==> src/rtl/pmod_walker_pkg.sv <==
// Shared types and helpers for the pmod_walker LED/PMOD pattern engine.
package pmod_walker_pkg;

    typedef enum logic [1:0] {
        MODE_STEP   = 2'd0,
        MODE_RUN    = 2'd1,
        MODE_BOUNCE = 2'd2,
        MODE_COUNT  = 2'd3
    } mode_t;

    function automatic int pos_w(input int n);
        return (n < 2) ? 1 : $clog2(n);
    endfunction

endpackage

==> src/rtl/pmod_walker_btn_debounce.sv <==
// Button path: 2-FF synchroniser, stable-sample debouncer, press pulse.
import pmod_walker_pkg::*;

module btn_debounce #(
    parameter int DEBOUNCE_CYCLES = 16
) (
    input  logic CLK,
    input  logic RST,
    input  logic BTN_N,
    output logic level_n,
    output logic press
);

    localparam int CW = $clog2(DEBOUNCE_CYCLES + 1);

    logic          s1_q, s2_q;
    logic          lvl_q, lvl_prev_q;
    logic          press_q;
    logic [CW-1:0] cnt_q;

    always_ff @(posedge CLK) begin
        if (RST) begin
            s1_q       <= 1'b1;
            s2_q       <= 1'b1;
            lvl_q      <= 1'b1;
            lvl_prev_q <= 1'b1;
            press_q    <= 1'b0;
            cnt_q      <= '0;
        end else begin
            s1_q       <= BTN_N;
            s2_q       <= s1_q;
            lvl_prev_q <= lvl_q;
            press_q    <= lvl_prev_q & ~lvl_q;
            // any sample matching the accepted level restarts the count
            if (s2_q != lvl_q) begin
                if (cnt_q == CW'(DEBOUNCE_CYCLES - 1)) begin
                    lvl_q <= s2_q;
                    cnt_q <= '0;
                end else begin
                    cnt_q <= cnt_q + 1'b1;
                end
            end else begin
                cnt_q <= '0;
            end
        end
    end

    assign level_n = lvl_q;
    assign press   = press_q;

endmodule

==> src/rtl/pmod_walker.sv <==
// LED/PMOD pattern engine: step, run, bounce and binary count modes.
// Define PMOD_WALKER_LONGPRESS_EN to make a long hold reverse direction.
import pmod_walker_pkg::*;

module pmod_walker #(
    parameter int N_OUT           = 24,
    parameter int LOG2DELAY       = 20,
    parameter int DEBOUNCE_CYCLES = 16,
    parameter int LONG_CYCLES     = 2**22
) (
    input  logic                      CLK,
    input  logic                      RST,
    input  logic                      BTN_N,
    input  logic [1:0]                MODE,
    output logic [N_OUT-1:0]          OUT,
    output logic [pos_w(N_OUT)-1:0]   POS,
    output logic                      LED_N
);

    localparam int PW = pos_w(N_OUT);
    localparam logic [PW-1:0] PMAX = PW'(N_OUT - 1);

    logic [LOG2DELAY-1:0] pre_q;
    mode_t                mode_q, mode_l_q;
    logic [PW-1:0]        pos_q, step_d;
    logic                 dir_q, paused_q, paused_d;
    logic [N_OUT-1:0]     cnt_q;
    logic                 level_n, press, tick, chg, flip;

    btn_debounce #(
        .DEBOUNCE_CYCLES(DEBOUNCE_CYCLES)
    ) u_btn (
        .CLK    (CLK),
        .RST    (RST),
        .BTN_N  (BTN_N),
        .level_n(level_n),
        .press  (press)
    );

    function automatic logic [PW-1:0] adv(
        input logic [PW-1:0] p,
        input logic          down
    );
        if (down)
            return (p == '0) ? PMAX : p - 1'b1;
        return (p == PMAX) ? '0 : p + 1'b1;
    endfunction

    assign tick     = &pre_q;
    assign chg      = (mode_q != mode_l_q);
    assign paused_d = paused_q ^ press;
    assign step_d   = adv(pos_q, dir_q);

`ifdef PMOD_WALKER_LONGPRESS_EN
    localparam int HW = $clog2(LONG_CYCLES + 1);
    logic [HW-1:0] hold_q;

    // saturates at LONG_CYCLES so one hold reverses exactly once
    always_ff @(posedge CLK) begin
        if (RST || level_n)
            hold_q <= '0;
        else if (hold_q != HW'(LONG_CYCLES))
            hold_q <= hold_q + 1'b1;
    end

    assign flip = !level_n
               && (hold_q == HW'(LONG_CYCLES - 1))
               && (mode_q == MODE_STEP || mode_q == MODE_RUN);
`else
    assign flip = (LONG_CYCLES < 0);
`endif

    always_ff @(posedge CLK) begin
        if (RST) begin
            pre_q    <= '0;
            mode_q   <= MODE_STEP;
            mode_l_q <= MODE_STEP;
            pos_q    <= '0;
            dir_q    <= 1'b0;
            paused_q <= 1'b0;
            cnt_q    <= '0;
        end else begin
            pre_q    <= pre_q + 1'b1;
            mode_q   <= mode_t'(MODE);
            mode_l_q <= mode_q;
            if (chg) begin
                pos_q    <= '0;
                dir_q    <= 1'b0;
                paused_q <= 1'b0;
                cnt_q    <= '0;
            end else begin
                unique case (mode_q)
                    MODE_STEP: begin
                        if (press)
                            pos_q <= step_d;
                    end
                    MODE_RUN: begin
                        paused_q <= paused_d;
                        if (tick && !paused_d)
                            pos_q <= step_d;
                    end
                    MODE_BOUNCE: begin
                        paused_q <= paused_d;
                        if (tick && !paused_d) begin
                            if (!dir_q && pos_q == PMAX) begin
                                dir_q <= 1'b1;
                                pos_q <= PMAX - 1'b1;
                            end else if (dir_q && pos_q == '0) begin
                                dir_q <= 1'b0;
                                pos_q <= PW'(1);
                            end else begin
                                pos_q <= step_d;
                            end
                        end
                    end
                    MODE_COUNT: begin
                        if (press)
                            cnt_q <= '0;
                        else if (tick)
                            cnt_q <= cnt_q + 1'b1;
                    end
                endcase
                if (flip)
                    dir_q <= ~dir_q;
            end
        end
    end

    assign OUT   = (mode_q == MODE_COUNT) ? cnt_q : (N_OUT'(1) << pos_q);
    assign POS   = pos_q;
    assign LED_N = level_n;

endmodule

==> config.mk <==
export PLATFORM = sky130hd
export DESIGN_NAME = pmod_walker
export DESIGN_NICKNAME = d
export VERILOG_FILES = /design/src/rtl/pmod_walker_pkg.sv /design/src/rtl/pmod_walker_btn_debounce.sv /design/src/rtl/pmod_walker.sv
export SDC_FILE = /design/constraint.sdc
export NUM_CORES = 1
export LEC_CHECK = 0
export CAP_MARGIN = 20
export CORE_MARGIN = 2
export CORE_UTILIZATION = 40
export CTS_BUF_LIST = sky130_fd_sc_hd__clkbuf_16
export DETAILED_ROUTE_END_ITERATION = 8
export SYNTH_ARGS = -nofsm -noshare
export SYNTH_HDL_FRONTEND = slang
export SYNTH_SLANG_ARGS = --single-unit
export TNS_END_PERCENT = 50
==> constraint.sdc <==
create_clock -name CLK -period 4.2 [get_ports CLK]
set_input_delay 0.63 -clock CLK [delete_from_list [all_inputs] [get_ports CLK]]
set_output_delay 0.63 -clock CLK [all_outputs]
set_load 0.03 [all_outputs]
==> flow_summary.ini, run 1 <==
[status]
status = finished clean

[global_route]
grt_max_degree = 46
overflow = 0
track_usage_pct = 18.6
grt_pass1_wl_mm = 14.8
grt_pass1_vias = 3076
antenna_found_initial = 0

[floorplanning]
die_w_microns = 98.6
fp.dieH_microns = 98.6
core_area_sq_mm = 0.00868
dieArea_sq_mm = 0.00972
ioPinCount = 35
core.rowCount = 34
start_util_pct = 41.2

[sta]
slew_violations = 0
final.period_utilization_pct = 77.2
whs_ns = 0.407
max_freq_mhz = 309
setup_viol = 0
finalSetupTns_ns = 0
rsz0062_at_grt = false
slew_headroom_pct = 54.1
finClkSkew_ns = 0.00735
worstMarginPinSlew_ns = 0.684
hold_violations = 0
min_period_ns = 3.24

[clock_tree]
cts_max_level = 3
clkLatencyLatePin_ns = 0.33
clkSinkCount = 65
clockBufferDepth = 2
postCtsSetupBuffers = 0
hold_buffers = 0
cts_resized = 0
cts-buffers-inserted = 9
cts_tree = yes
path_clk_slew_ns = 0.05
cts_root_buf = clkbuf_16

[detailed_routing]
drt_wl_total_mm = 8.80
drc = 0
firstDrtPassIters = 5
wl_per_cell_microns = 15.1
viasPerCell = 5.68
ant_nets = 0
drt_iter0_drc = 209
vias = 3314

[worst_setup_path]
endpoint_kind = output port
crit_fanout = 9
cp-endpoint = OUT[0]
rrSetupSlack_ns = 1.37
cp.arrival_ns = 2.61
worstSetupPathType = reg -> out
cp-start-kind = flip-flop
reg2reg_depth = 6
regToRegStartpoint = pre_q[0]
crit_required_ns = 3.57
rr_endpoint = cnt_q[20]
startpoint = POS[1]

[finish]
final-seq-area_sq_mm = 0.00130
layout_commonest_cell = dfxtp_1
fillers = 856
num_antenna_cells = 0
multi_input_area_sq_mm = 0.00211
drive_gt1_share_pct = 6.32
area_delta_synth_final_pct = 19.3
nNetsFinal = 489
final_cell_mix = dfxtp_1, nand2_1, clkdlybuf4s50_1, a21oi_1, nor2_1

[place]
io_buffers = 34
dp_hpwl_mm = 6.13
gp_congestion = 0.817

[hold_path]
hp-class = reg -> reg
min_from = u_btn.lvl_prev_q

[synth]
yosysWarnings = 0
async_flop_share_pct = 0
synth.distinct_cells = 46
avgSynthCellArea_sq_um = 7.98
syn_area_sq_mm = 0.00358
ys_ff_latch = 65
yosysSeqAreaShare_pct = 36.4
synth_flop_cell = dfxtp_1
synth_edf_count = 0
synth_nets = 467
syn_inst = 448

[power]
power.density_mw_per_mm2 = 347
peakVddDrop_mv = 0.183
p_leak_nw = 1.41

[flow_run]
drv_cap = 0
[report_power, final]
part | leakage, nW | total (mW) | internal, mW | switching [mW]
Clock | 0.147 | 0.739 | 0.459 | 0.280
Combinational | 0.737 | 0.105 | 0.0402 | 0.0647
Sequential | 0.526 | 0.636 | 0.624 | 0.0116
[layer usage]
metal,global-route usage (%),up-vias,share of wire (%)
li1,-,1668,-
met1,24.3,1552,47
met2,29.9,81,46
met3,4.54,13,4.8
met4,6.95,0,1.5
met5,0,-,0
[through the flow]
step | setup WS, ns | power, mW | utilization, % | cell area (sq um) | instances
2_1_floorplan | 1.53 | 0.718 | - | 3580 | 448
3_3_place_gp | 1.40 | 0.752 | 45.8 | 3970 | 567
3_5_place_dp | 1.32 | 0.754 | 45.8 | 3970 | 567
4_1_cts | 0.950 | 1.50 | 49.2 | 4270 | 583
5_1_grt | 0.762 | 1.54 | 49.2 | 4270 | 583
6_report | 0.960 | 1.48 | 49.2 | 4270 | 583
[layout make-up]
| type | count | share of cell area, % |
|---|---|---|
| Multi-Input combinational cell | 342 | 49.5 |
| Sequential cell | 65 | 30.5 |
| Timing Repair Buffer | 38 | 8.68 |
| Clock buffer | 9 | 5.28 |
| Tap cell | 108 | 3.17 |
| Clock inverter | 7 | 1.61 |
| Inverter | 14 | 1.23 |
[worst min path at each step]
stage                       end  slack [ns]  depth (start not counted)
floorplan            u_btn.s2_q        0.39                          1
global placement     u_btn.s2_q        0.39                          1
detailed placement   u_btn.s2_q        0.40                          1
CTS                 u_btn.press        0.41                          2
global route         u_btn.s2_q        0.43                          1
finish              u_btn.press        0.41                          2
[synthesized netlist by cell type (all sizes together), types with 2 or more instances]
library cell	instances	area (sq um)
dfxtp	65	1300
nand2	56	210
a21oi	33	165
nor2	27	101
o21ai	26	130
or3	24	150
o31ai	23	173
clkbuf	22	82.6
nand3	18	100
ha	14	175
inv	14	52.6
nor3	12	60.1
or4	11	82.6
xnor2	11	96.3
nand2b	9	56.3
nand4	9	56.3
and3	8	50.1
nor2b	8	50.1
xor2	7	61.3
buf	5	27.5
or2	5	31.3
mux2i	4	40.0
nor4	4	25.0
o41ai	4	35.0
a211o	3	26.3
a221oi	3	26.3
o221a	3	33.8
and2	2	12.5
and4	2	17.5
o21a	2	15.0
o21bai	2	15.0
[worst max-delay path, stage by stage, from the launching register on]
cell	delay, ns
dfxtp_1	0.39
inv_1	0.18
ha_1	0.29
nor4b_1	0.56
nand2_1	0.11
nand2_1	0.09
clkdlybuf4s50_1	0.66
[flip-flops by register name, indices dropped and copies added, names as in the netlist]
name,cells
u_btn.s2_q,1
dir_q,1
mode_q,2
pre_q,20
u_btn.s1_q,1
paused_q,1
u_btn.lvl_prev_q,1
u_btn.press,1
u_btn.cnt_q,5
POS,5
cnt_q,24
mode_l_q,2
u_btn.level_n,1
[logic make-up after synthesis]
logic type / count (synthesis) / share of synthesized area, %
and+or+nand+nor: 199 / 29.0
adders and majority gates: 14 / 4.90
muxes: 4 / 1.12
AOI/OAI and AO/OA: 107 / 19.6
buffers and inverters: 41 / 4.55
DFF: 65 / 36.4
xor gates and xnor gates: 18 / 4.41
No activity file was read; power rests on OpenSTA's default activity.
==> run 2, diff against run 1 <==
- clock period: 4.2 -> 2.9 ns (I/O delays scaled with it)
==> run 2 against run 1 <==
  * Clock skew shrank 0.0029 ns
  * Design area unchanged
  * Cell count grew 0.51%
  * Critical path type unchanged
  * Sequential cell count is the same
  * Critical endpoint is now OUT[8]
  * Wire length is 0.95% lower
==> flow_summary.ini, run 2 (synthesized netlist as in run 1, its figures left out) <==
[floorplanning]
dieArea_sq_mm = 0.00972
start_util_pct = 41.2
ioPinCount = 35
core_area_sq_mm = 0.00868
core.rowCount = 34
fp.dieH_microns = 98.6
die_w_microns = 98.6

[clock_tree]
cts_resized = 0
path_clk_slew_ns = 0.05
hold_buffers = 0
clkSinkCount = 65
clockBufferDepth = 2
postCtsSetupBuffers = 0
cts_tree = yes
cts_max_level = 3
cts_root_buf = clkbuf_16
clkLatencyLatePin_ns = 0.32
cts-buffers-inserted = 9

[power]
peakVddDrop_mv = 0.268
p_leak_nw = 1.47
power.density_mw_per_mm2 = 472

[finish]
nNetsFinal = 493
drive_gt1_share_pct = 7.32
largest_reg_flops = 24
max_flop_register = cnt_q
area_delta_synth_final_pct = 19.3
reg_top3 = cnt_q x24, pre_q x20
multi_input_area_sq_mm = 0.00211
num_antenna_cells = 0
fillers = 883
postLayoutCoreUtil_pct = 49.2
final-seq-area_sq_mm = 0.00130
final_cell_mix = dfxtp_1, nand2_1, a21oi_1, nor2_1, clkdlybuf4s50_1
layout_commonest_cell = dfxtp_1

[detailed_routing]
vias = 3350
drc = 0
drt_iter0_drc = 190
firstDrtPassIters = 4
wl_per_cell_microns = 14.9
viasPerCell = 5.72
drt_wl_total_mm = 8.71
ant_nets = 0

[global_route]
grt_max_degree = 46
overflow = 0
grt_pass1_vias = 2934
grt_pass1_wl_mm = 14.4
track_usage_pct = 18.0
antenna_found_initial = 0

[worst_setup_path]
cp-start-kind = flip-flop
crit_required_ns = 2.47
endpoint_kind = output port
worstSetupPathType = reg -> out
crit_fanout = 9
regToRegStartpoint = pre_q[0]
startpoint = POS[1]
cp.arrival_ns = 2.37

[flow_run]
drv_cap = 0

[place]
io_buffers = 34
gp_congestion = 0.795
dp_slack_ns = 0.200
dp_hpwl_mm = 6.22

[sta]
layout_setup_ws_ns = 0.0932
whs_ns = 0.408
slew_headroom_pct = 65.2
finalSetupTns_ns = 0
setup_viol = 0
slew_violations = 0
worstMarginPinSlew_ns = 0.521
finClkSkew_ns = 0.00441
rsz0062_at_grt = false
max_freq_mhz = 356
final.period_utilization_pct = 96.8
min_period_ns = 2.81
hold_violations = 0

[hold_path]
hp-class = reg -> reg
min_from = u_btn.s1_q

[status]
status = finished clean
## run 2: power by group
group	switching [mW]	total [mW]	internal [mW]
Combinational	0.0963	0.160	0.0632
Sequential	0.0155	0.921	0.905
Clock	0.372	0.932	0.560
Total	0.484	2.01	1.53
## run 2: layout make-up
| cell class | instances | area share (%) |
|---|---|---|
| well taps | 108 | 3.17 |
| inverters | 14 | 1.23 |
| clock inverters | 6 | 0.674 |
| repair buffers | 42 | 9.62 |
| multi-input cells | 342 | 49.5 |
| clock buffers | 9 | 5.28 |
| flip-flops and latches | 65 | 30.5 |
## run 2: critical path, stage by stage (launching register included)
cell and delay (ns):
dfxtp_1 0.39, inv_1 0.18, ha_1 0.30, nand2b_1 0.18, o31ai_1 0.28, clkdlybuf4s50_1 0.71
## run 2: path summary, 6_finish.rpt
kind / end / cells after the start / slack (ns)
setup / recovery: OUT[8] / 5 / 0.09
hold / removal: u_btn.s2_q / 1 / 0.41
setup reg to reg: cnt_q[14] / 6 / 0.17
hold reg to reg: u_btn.s2_q / 1 / 0.41
## run 2: metrics by stage
stage	instance area, sq um	total power, mW	std cells
5_1_grt	4270	2.09	586
3_5_place_dp	4010	1.10	571
6_report	4270	2.01	586
2_1_floorplan	3580	1.04	448
3_3_place_gp	4010	1.10	571
4_1_cts	4260	2.04	586
## run 2: metal layers
layer,routed length [microns],vias up,GRT usage (%)
met5,0,-,0
met4,82,0,5.37
li1,-,1686,-
met1,4180,1580,24.8
met3,405,9,4.26
met2,4050,75,28.2
==> run 3, diff against run 2 <==
- ABC_AREA: default -> 1
- clock period: 2.9 -> 2.43 ns (I/O delays scaled with it)
==> run 3 against run 2 <==
  * Synthesized cell count rose by 38%
  * Design area rose by 12%
  * Sequential share of layout area fell by 3.3 points
  * Non-clock buffer count rose by 1
  * Global-route usage rose by 2.7 points
==> flow_summary.ini, run 3 <==
[power]
p_leak_nw = 1.86
p_total_mw = 2.77
peakVddDrop_mv = 0.282
power.density_mw_per_mm2 = 579

[synth]
ys_ff_latch = 65
synthTopCellsByCount = nand2_1, nor2_1, dfxtp_1, inv_1, nand3_1
yosysSeqAreaShare_pct = 32.2
synth.distinct_cells = 37
syn_area_sq_mm = 0.00405
synth_top_area_share_pct = 32.2
syn_inst = 620
synth_flop_cell = dfxtp_1
synth_edf_count = 0
async_flop_share_pct = 0
yosysWarnings = 0
avgSynthCellArea_sq_um = 6.52
synth.most_common_cell = nand2_1
synth.area.top_cells = dfxtp_1, nand2_1, nor2_1
synth_area_leader_cell = dfxtp_1
synth_nets = 639

[worst_setup_path]
cpMaxStageDelayCell = dlygate4sd2_1
crit_required_ns = 2.07
crit_fanout = 8
worstSetupPathType = reg -> out
cp.arrival_ns = 1.92
cpPeakStageDelay_ns = 0.42
endpoint_kind = output port
crit_chain = ha_1 -> inv_1 -> nand2_1 -> o22ai_1 -> dlygate4sd2_1
critPathTopFamily = buffers and inverters
worst-path-buf-inv = 2
cp-start-kind = flip-flop

[sta]
slew_violations = 0
finClkSkew_ns = 0.00777
layout_setup_ws_ns = 0.149
hold_violations = 0
setup_viol = 0
final.period_utilization_pct = 93.9
max_freq_mhz = 438
finalSetupTns_ns = 0
min_period_ns = 2.28
slew_headroom_pct = 64.2
rsz0062_at_grt = false
whs_ns = 0.411
worstMarginPinSlew_ns = 0.536

[detailed_routing]
drc = 0
viasPerCell = 5.08
ant_nets = 0
drt_wl_total_mm = 10.9
firstDrtPassIters = 5
drt_iter0_drc = 264
vias = 4032
wl_per_cell_microns = 13.7

[global_route]
overflow = 0
grt_max_degree = 24
track_usage_pct = 20.7
grt_pass1_wl_mm = 18.5
grt_pass1_vias = 3722
antenna_found_initial = 0

[flow_run]
drv_cap = 0

[hold_path]
hp-class = reg -> reg

[place]
gp_congestion = 0.899
dp_slack_ns = 0.212
io_buffers = 34
dp_hpwl_mm = 8.18
dp.cells = 778

[finish]
final_cell_count_no_fill = 794
drive_gt1_share_pct = 13.2
max_flop_register = cnt_q
num_antenna_cells = 0
reg_top3 = cnt_q x24, pre_q x20
nNetsFinal = 675
final_cell_mix = nand2_1, nor2_1, dfxtp_1, inv_1, nand3_1
largest_reg_flops = 24
area_delta_synth_final_pct = 18.4
layout_commonest_cell = nand2_1

[clock_tree]
cts-buffers-inserted = 9
clkLatencyLatePin_ns = 0.34
cts_tree = yes
clkSinkCount = 65
cts_resized = 15
clockBufferDepth = 2
hold_buffers = 0
cts_root_buf = clkbuf_16
path_clk_slew_ns = 0.06
cts_max_level = 3
postCtsSetupBuffers = 0

[floorplanning]
ioPinCount = 35
fp.dieH_microns = 105
die_w_microns = 105
start_util_pct = 41.4
core_area_sq_mm = 0.00977
dieArea_sq_mm = 0.0109
core.rowCount = 36

[status]
status = finished clean
-- run 3: area by class of cell --
class | count | area (sq um)
inverter | 65 | 244
tap | 133 | 166
clock inverter | 7 | 109
sequential | 65 | 1300
timing repair buffer | 43 | 363
fill | 1036 | 4990
clock buffer | 9 | 225
multi-input combinational | 472 | 2380
-- run 3: worst min-delay path: cells and delay by family, from the launching register on --
kind | cells | cell delay, ns
flops | 1 | 0.30
buf+inv | 1 | 0.04
simple gates | 1 | 0.03
-- run 3: cells by family after synthesis --
group / after synthesis / share of synthesized area [%]
simple gates: 363 / 39.4
buf+inv: 83 / 9.06
compound gates: 78 / 11.4
flops: 65 / 32.2
xor+xnor: 17 / 3.68
fa+ha+maj: 14 / 4.33
-- run 3: final timing paths --
kind	end	slack, ns	cells past startpoint	startpoint
worst min register to register	u_btn.press	0.41	2	u_btn.lvl_prev_q
worst min-delay path	u_btn.press	0.41	2	u_btn.lvl_prev_q
worst max-delay path	OUT[22]	0.15	5	mode_q[0]
worst max register to register	cnt_q[16]	0.52	9	cnt_q[0]
-- run 3: stage by stage --
step	util, %	cell area, sq um
6_report	49.0	4790
5_1_grt	49.0	4790
4_1_cts	49.0	4790
3_5_place_dp	45.8	4470
3_3_place_gp	45.8	4470
2_1_floorplan	-	4050
-- run 3: where the power goes --
group	switching (mW)	internal, mW	total (mW)
Clock	0.546	0.922	1.47
Sequential	0.0158	1.08	1.09
Combinational	0.139	0.0712	0.210
-- run 3: layer usage --
layer  GRT usage [%]  vias up  share of wire [%]
li1                -     2068                  -
met4            6.18        0                1.3
met2            33.9      111                 47
met5               0        -                  0
met1            27.8     1840                 47
met3            3.74       13                5.4
